==> config.mk <==
export PLATFORM = sky130hd
export DESIGN_NAME = skew_feeder
export DESIGN_NICKNAME = d
export VERILOG_FILES = /design/src/rtl/systola_pkg.sv /design/src/rtl/skew_delay_line.sv /design/src/rtl/skew_feeder.sv
export SDC_FILE = /design/constraint.sdc
export NUM_CORES = 1
export LEC_CHECK = 0
export ABC_AREA = 1
export CAP_MARGIN = 20
export CORE_AREA = 8 8 86 103
export DETAILED_ROUTE_END_ITERATION = 10
export DIE_AREA = 0 0 94 111
export PLACE_DENSITY = 0.86
export SETUP_SLACK_MARGIN = 0.5
export SLEW_MARGIN = 20
export SYNTH_ARGS = -nofsm -noshare
export SYNTH_HDL_FRONTEND = slang
export SYNTH_HIERARCHICAL = 1
export SYNTH_SLANG_ARGS = --single-unit
export TNS_END_PERCENT = 5
==> constraint.sdc <==
create_clock -name clk -period 3.2 [get_ports clk]
set_clock_uncertainty 0.05 [all_clocks]
set_input_delay 0.64 -clock clk [delete_from_list [all_inputs] [get_ports clk]]
set_output_delay 0.64 -clock clk [all_outputs]
set_load 0.005 [all_outputs]
==> src/rtl/systola_pkg.sv <==
`default_nettype none
// ============================================================================
// Module      : systola_pkg
// Description : Shared types for the systolic array edge logic: operand byte,
//               lane beat records and the skew feeder state encoding.
// Revision    : 1.0 - initial release
// ============================================================================
package systola_pkg;

  localparam int DATA_W = 8;

  typedef logic [DATA_W-1:0] byte_t;

  // Beat for the tail lane: carries the end-of-vector tag alongside the operand
  typedef struct packed {
    logic  fire;
    logic  last;
    byte_t data;
  } lane_beat_t;

  // Beat for every other lane: the end-of-vector tag is only needed on the tail
  typedef struct packed {
    logic  fire;
    byte_t data;
  } edge_beat_t;

  typedef enum logic [1:0] {
    IDLE   = 2'd0,
    STREAM = 2'd1,
    GAP    = 2'd2
  } feeder_state_e;

endpackage
`default_nettype wire

==> src/rtl/skew_delay_line.sv <==
`default_nettype none
// ============================================================================
// Module      : skew_delay_line
// Description : Fixed-depth shift register of beat records. DEPTH stages, so a
//               beat presented before edge k appears on dout after edge
//               k+DEPTH-1.
// Revision    : 1.0 - initial release
// ============================================================================
module skew_delay_line
  import systola_pkg::*;
#(
  parameter int  DEPTH  = 1,
  parameter type beat_t = lane_beat_t
) (
  input  logic  clk,
  input  logic  rst,
  input  beat_t din,
  output beat_t dout
);

  beat_t [DEPTH-1:0] stage;

  // Shift the beat one stage per cycle; reset flushes every stage
  always_ff @(posedge clk) begin
    if (rst) begin
      stage <= '0;
    end else begin
      stage[0] <= din;
      for (int j = 1; j < DEPTH; j++) begin
        stage[j] <= stage[j-1];
      end
    end
  end

  assign dout = stage[DEPTH-1];

endmodule
`default_nettype wire

==> src/rtl/skew_feeder.sv <==
`default_nettype none
// ============================================================================
// Module      : skew_feeder
// Description : Systolic array edge feeder. Accepts one LANES-wide vector beat
//               per cycle, skews lane i by i cycles, produces per-lane fire
//               strobes and guarantees a fire-low gap between vectors.
// Revision    : 1.0 - initial release
// ============================================================================
module skew_feeder
  import systola_pkg::*;
#(
  parameter int LANES = 4,
  parameter int CNTW  = 8
) (
  input  logic                    clk,
  input  logic                    rst,
  input  logic                    s_valid,
  output logic                    s_ready,
  input  logic [LANES*DATA_W-1:0] s_data,
  input  logic                    s_last,
  output logic [LANES-1:0]        m_fire,
  output logic [LANES*DATA_W-1:0] m_data,
  output logic                    vec_done,
  output logic [CNTW-1:0]         vec_count,
  output logic                    err_bubble
);

  feeder_state_e   state;
  feeder_state_e   state_next;
  logic            ready_fsm;
  logic            bubble;
  logic            xfer;
  logic            tail_last;
  logic            done_q;
  logic [CNTW-1:0] count_q;
  logic            err_q;

  // Feeder state register
  always_ff @(posedge clk) begin
    if (rst) begin
      state <= IDLE;
    end else begin
      state <= state_next;
    end
  end

  // Next-state and handshake decode; GAP withholds ready for one cycle so
  // every lane sees a fire-low cycle between consecutive vectors
  always_comb begin
    state_next = state;
    ready_fsm  = 1'b0;
    bubble     = 1'b0;
    case (state)
      IDLE: begin
        ready_fsm = 1'b1;
        if (s_valid) begin
          state_next = s_last ? GAP : STREAM;
        end
      end
      STREAM: begin
        ready_fsm = 1'b1;
        if (s_valid) begin
          if (s_last) begin
            state_next = GAP;
          end
        end else begin
          // Valid dropped mid-vector: the injected fire-low closes the
          // vector early in the PEs, so start over from IDLE
          bubble     = 1'b1;
          state_next = IDLE;
        end
      end
      GAP: begin
        state_next = IDLE;
      end
      default: begin
        state_next = IDLE;
      end
    endcase
  end

  // Reset holds ready low so nothing is accepted while the lanes are flushed
  assign s_ready = ready_fsm & ~rst;
  assign xfer    = s_valid & s_ready;

  // One delay line per lane; lane i is i+1 stages deep. Idle cycles inject a
  // zero beat so m_data is zero whenever fire is low.
  for (genvar i = 0; i < LANES; i++) begin : g_lane
    if (i == LANES-1) begin : g_tail
      lane_beat_t din;
      lane_beat_t dout;

      assign din = '{fire: xfer,
                     last: xfer & s_last,
                     data: xfer ? s_data[DATA_W*i +: DATA_W] : byte_t'(0)};

      skew_delay_line #(
        .DEPTH  (i + 1),
        .beat_t (lane_beat_t)
      ) u_delay (
        .clk  (clk),
        .rst  (rst),
        .din  (din),
        .dout (dout)
      );

      assign m_fire[i]                   = dout.fire;
      assign m_data[DATA_W*i +: DATA_W]  = dout.data;
      assign tail_last                   = dout.last;
    end else begin : g_body
      edge_beat_t din;
      edge_beat_t dout;

      assign din = '{fire: xfer,
                     data: xfer ? s_data[DATA_W*i +: DATA_W] : byte_t'(0)};

      skew_delay_line #(
        .DEPTH  (i + 1),
        .beat_t (edge_beat_t)
      ) u_delay (
        .clk  (clk),
        .rst  (rst),
        .din  (din),
        .dout (dout)
      );

      assign m_fire[i]                  = dout.fire;
      assign m_data[DATA_W*i +: DATA_W] = dout.data;
    end
  end

  // Completion tracking: the tail-lane last tag marks the final fire of a
  // vector; one more register lands the pulse on the first fire-low cycle
  always_ff @(posedge clk) begin
    if (rst) begin
      done_q  <= 1'b0;
      count_q <= '0;
    end else begin
      done_q <= tail_last;
      if (tail_last) begin
        count_q <= count_q + 1'b1;
      end
    end
  end

  // Sticky bubble flag, cleared only by reset
  always_ff @(posedge clk) begin
    if (rst) begin
      err_q <= 1'b0;
    end else if (bubble) begin
      err_q <= 1'b1;
    end
  end

  assign vec_done   = done_q;
  assign vec_count  = count_q;
  assign err_bubble = err_q;

endmodule
`default_nettype wire

# Word-level counts from Yosys, hierarchy flattened
# Cells that the tools add are included.
# W data, S select, Z words.
[classes]
n_eq_ne = 3
n_addsub = 1
n_bitwise = 5
mux = 8
n_reduce_logical = 4
[op_table]
columns = ["op", "n"]
rows = [
  ["$add A8 B1 Y8 const B", 1],
  ["$mux W2", 4],
  ["$pmux W2 S2", 1],
  ["$reduce_or A2 Y1", 2],
  ["$and A1 B1 Y1", 3],
  ["$mux W1", 3],
  ["$ne A3 B3 Y1 const B", 1],
  ["$eq A2 B1 Y1 const B", 1],
  ["$logic_not A2 Y1", 1],
  ["$ne A2 B2 Y1 const B", 1],
  ["$not A1 Y1", 2],
  ["$reduce_and A2 Y1", 1],
]
[word_totals]
input_bits = 36
wordCells = 43
ff_bits = 100

# Logic depth before layout (Yosys ltp)
[depth]
word_depth = 7
mapped_depth = 6
depth_no_buf = 6

# Modules after synthesis
# Netlist, hierarchy kept.
[by_module_without_submodules]
columns = ["mod", "cells_each", "instances", "area_per_inst_um2"]
rows = [
  ["skew_delay_line at g_lane[3].g_tail.u_delay", 134, 1, 1221.2],
  ["skew_delay_line at g_lane[2].g_body.u_delay", 93, 1, 847.1],
  ["skew_feeder", 133, 1, 769.5],
  ["skew_delay_line at g_lane[1].g_body.u_delay", 65, 1, 589.3],
  ["skew_delay_line at g_lane[0].g_body.u_delay", 28, 1, 259.0],
]

# Worst setup path after synthesis
# No wires, ideal clock.
[synth_timing]
kind = "input port to output port"
start = "input rst"
end = "output s_ready"
required_ns = 2.510
path_stages = 1
slack_ns = 1.729
n_path_buf = 0
arrival_ns = 0.781
cell_sequence = "nor2_2"
[synth_between]
elab_chain_len = 2
[synth_rtl]
columns = ["item", "line_no", "source"]
rows = [
  ["start, declared", "skew_feeder.sv:16", "input logic rst,"],
  ["$not A1 Y1", "skew_feeder.sv:83", "assign s_ready = ready_fsm & ~rst;"],
  ["$and A1 B1 Y1", "skew_feeder.sv:83", ""],
  ["end, declared", "skew_feeder.sv:18", "output logic s_ready,"],
]
# Every way passes these cells.

# Worst setup path in the final report
# Ends and elaborated chain as after synthesis.

==> flow_metrics.py <==
metrics = {
    "outcome": {
        "status": "finished, final reports clean",
    },
    "placed_design": {
        "hpwl_um": 4390,
        "dp.cells": 585,
        "port_buffers": 82,
        "gp_congestion": 0.699,
    },
    "die": {
        "fp.coreArea_sq_mm": 0.00715,
        "dieArea_sq_mm": 0.0104,
        "num_rows": 34,
        "die_height_um": 111,
        "pin_count": 83,
        "die_w_um": 94,
        "start_util": 0.516,
    },
    "logic_synthesis": {
        "postSynthCellCount": 453,
        "syn_avg_cell_area_sq_um": 8.14,
        "ys_seq_area_frac": 0.576,
        "synth_warnings": 6,
        "synth.ff_latch_count": 106,
        "yosysUniqueCellTypes": 17,
        "netlist_area_sq_mm": 0.00369,
        "yosysTopAreaCellShare": 0.576,
        "yosysTopAreaCell": "dfxtp_1",
        "synth_nets": 490,
        "synth_area_leaders": "dfxtp_1 (58%), nor2_1 (14%), inv_1 (13%)",
    },
    "layout": {
        "syn_to_final_growth_pct": 21.2,
        "final_core_util": 0.625,
        "instances_no_fill": 601,
        "diodes": 0,
        "layout-drive-gt1-share": 0.0431,
        "fillers": 605,
        "final_nets": 543,
    },
    "sta": {
        "hold_viol": 0,
        "worst_pin_slew_ps": 594,
        "post-route-period-util": 0.718,
        "layout_min_cycle_time_ps": 2300,
        "slew_headroom": 0.604,
        "fmax_mhz": 435,
        "slew_viol_final": 0,
        "setup_violations": 0,
        "tns_ps": 0,
        "rsz0062_at_grt": "no",
    },
    "pwr": {
        "peakVddDrop_mv": 0.321,
        "internal-power_mw": 1.81,
        "p_clk_frac": 0.355,
        "pwr-share-seq": 0.588,
        "p_leak_nw": 1.92,
        "pwr-share-comb": 0.057,
        "power_density_mw_per_mm2": 513,
        "power.switching_uw": 478,
        "p_sw_frac": 0.209,
    },
    "min_path": {
        "hold_depth": 2,
        "hold_path_class": "reg2reg",
    },
    "worst_setup_path": {
        "r2r_slack_ps": 1960,
        "cp-start-kind": "input pin",
        "critPathKind": "in2out",
        "required_ps": 2510,
        "critPathMaxFanout": 33,
        "rr_worst_depth": 5,
        "critPathCaptureType": "output port",
        "arrival_ps": 1610,
    },
    "cts": {
        "clk_latency_ps": 350,
        "post_cts_resize_count": 0,
        "cts_tree": "built",
        "clk_pin_slew_ps": 90,
        "clock_sinks": 106,
        "numCtsBuffers": 9,
        "cts_root_buf": "clkbuf_8",
        "clockBufferDepth": 2,
        "ctsHoldBuffers": 0,
        "post_cts_buffers": 0,
        "htreeDepth": 3,
    },
    "global_routing": {
        "grt_pass1_wl_um": 10300,
        "grt_pass1_vias": 2325,
        "grtUsageTotal": 0.124,
        "grt_overflow": 0,
        "grt_max_degree": 66,
        "antenna_found_initial": 0,
    },
    "drt": {
        "drt_first_pass_iters": 4,
        "routedWlPerCell_um": 10.1,
        "drt_wl_total_um": 6070,
        "via_count": 2458,
        "ant_nets": 0,
        "drt_drc_violations_left": 0,
        "drt-initial-drc-count": 105,
        "via_per_inst": 4.09,
    },
    "run": {
        "maxCapViolCount": 0,
    },
}
## registers in the layout (all words and copies together), names as in the netlist
| register | count |
|---|---|
| err_bubble | 1 |
| g_lane.g_body.u_delay/dout | 27 |
| g_lane.g_body.u_delay/stage | 27 |
| g_lane.g_tail.u_delay/dout | 10 |
| g_lane.g_tail.u_delay/stage | 30 |
| state | 2 |
| vec_count | 8 |
| vec_done | 1 |
## placed cells by master, fill, tap and decap left out, types with 3 or more instances in the layout
master | Yosys | layout
inv_1 | 132 | 132
a21oi_1 | 4 | 4
clkbuf_8 | 0 | 11
clkdlybuf4s50_1 | 0 | 81
nand2_1 | 15 | 15
nor2_1 | 141 | 141
dfxtp_1 | 106 | 106
nand3_1 | 3 | 3
## metrics by stage
| stage | hold slack [ps] | cell area [sq um] | worst slack [ps] | power, mW |
|---|---|---|---|---|
| after floorplan | 338 | 3690 | 1730 | 1.46 |
| after global placement | 340 | 4260 | 904 | 1.51 |
| after detailed placement | 343 | 4260 | 900 | 1.51 |
| after CTS | 349 | 4470 | 902 | 2.33 |
| after global routing | 367 | 4470 | 878 | 2.41 |
| final | 351 | 4470 | 903 | 2.29 |
## path summary, 6_finish.rpt
check | start | end
setup reg to reg | state[1] | g_lane[3].g_tail.u_delay/stage[9]
hold / removal | g_lane[2].g_body.u_delay/stage[8] | g_lane[2].g_body.u_delay/stage[17]
setup / recovery | rst | s_ready
hold reg to reg | g_lane[2].g_body.u_delay/stage[8] | g_lane[2].g_body.u_delay/stage[17]
## critical path, stage by stage
cell and delay, ps:
buf_4 210, nor2_2 210, clkdlybuf4s50_1 540
## synth_stat cells, drive strengths merged
master	count
o21ai	2
nor2	145
clkinv	1
nand2	16
inv	132
a21oi	4
nor3b	1
ha	1
o21a	1
buf	41
nand3	3
dfxtp	106
## power by group through the flow
stage	clock network, mW	registers (mW)	logic (mW)
finish	0.813	1.35	0.131
global route	0.907	1.35	0.149
CTS	0.844	1.35	0.133
detailed placement	0	1.38	0.132
global placement	0	1.38	0.130
floorplan	0	1.38	0.0800
## logic make-up after synthesis
logic type	after synthesis	synth area share
DFF	106	0.576
adders and majority gates	1	0.00339
and+or+nand+nor	165	0.178
AOI/OAI and AO/OA	7	0.0102
buffers and inverters	174	0.233
## metal layers
layer	GRT usage	up-vias	part of all wire
met3	0.0515	7	0.084
met2	0.205	72	0.49
met4	0.0668	0	0.017
li1	-	1308	-
met1	0.129	1071	0.41
met5	0	-	0
## final cells by class
type                            instances  area, sq um  area share
Clock buffer                           12          155      0.0347
Inverter                              133          499       0.112
Sequential cell                       106         2120       0.475
Timing Repair Buffer                   83          826       0.185
Clock inverter                          4         50.0      0.0112
Multi-Input combinational cell        173          704       0.158
Tap cell                               90          113      0.0252
Note: power is estimated with default switching activity, not from simulation.
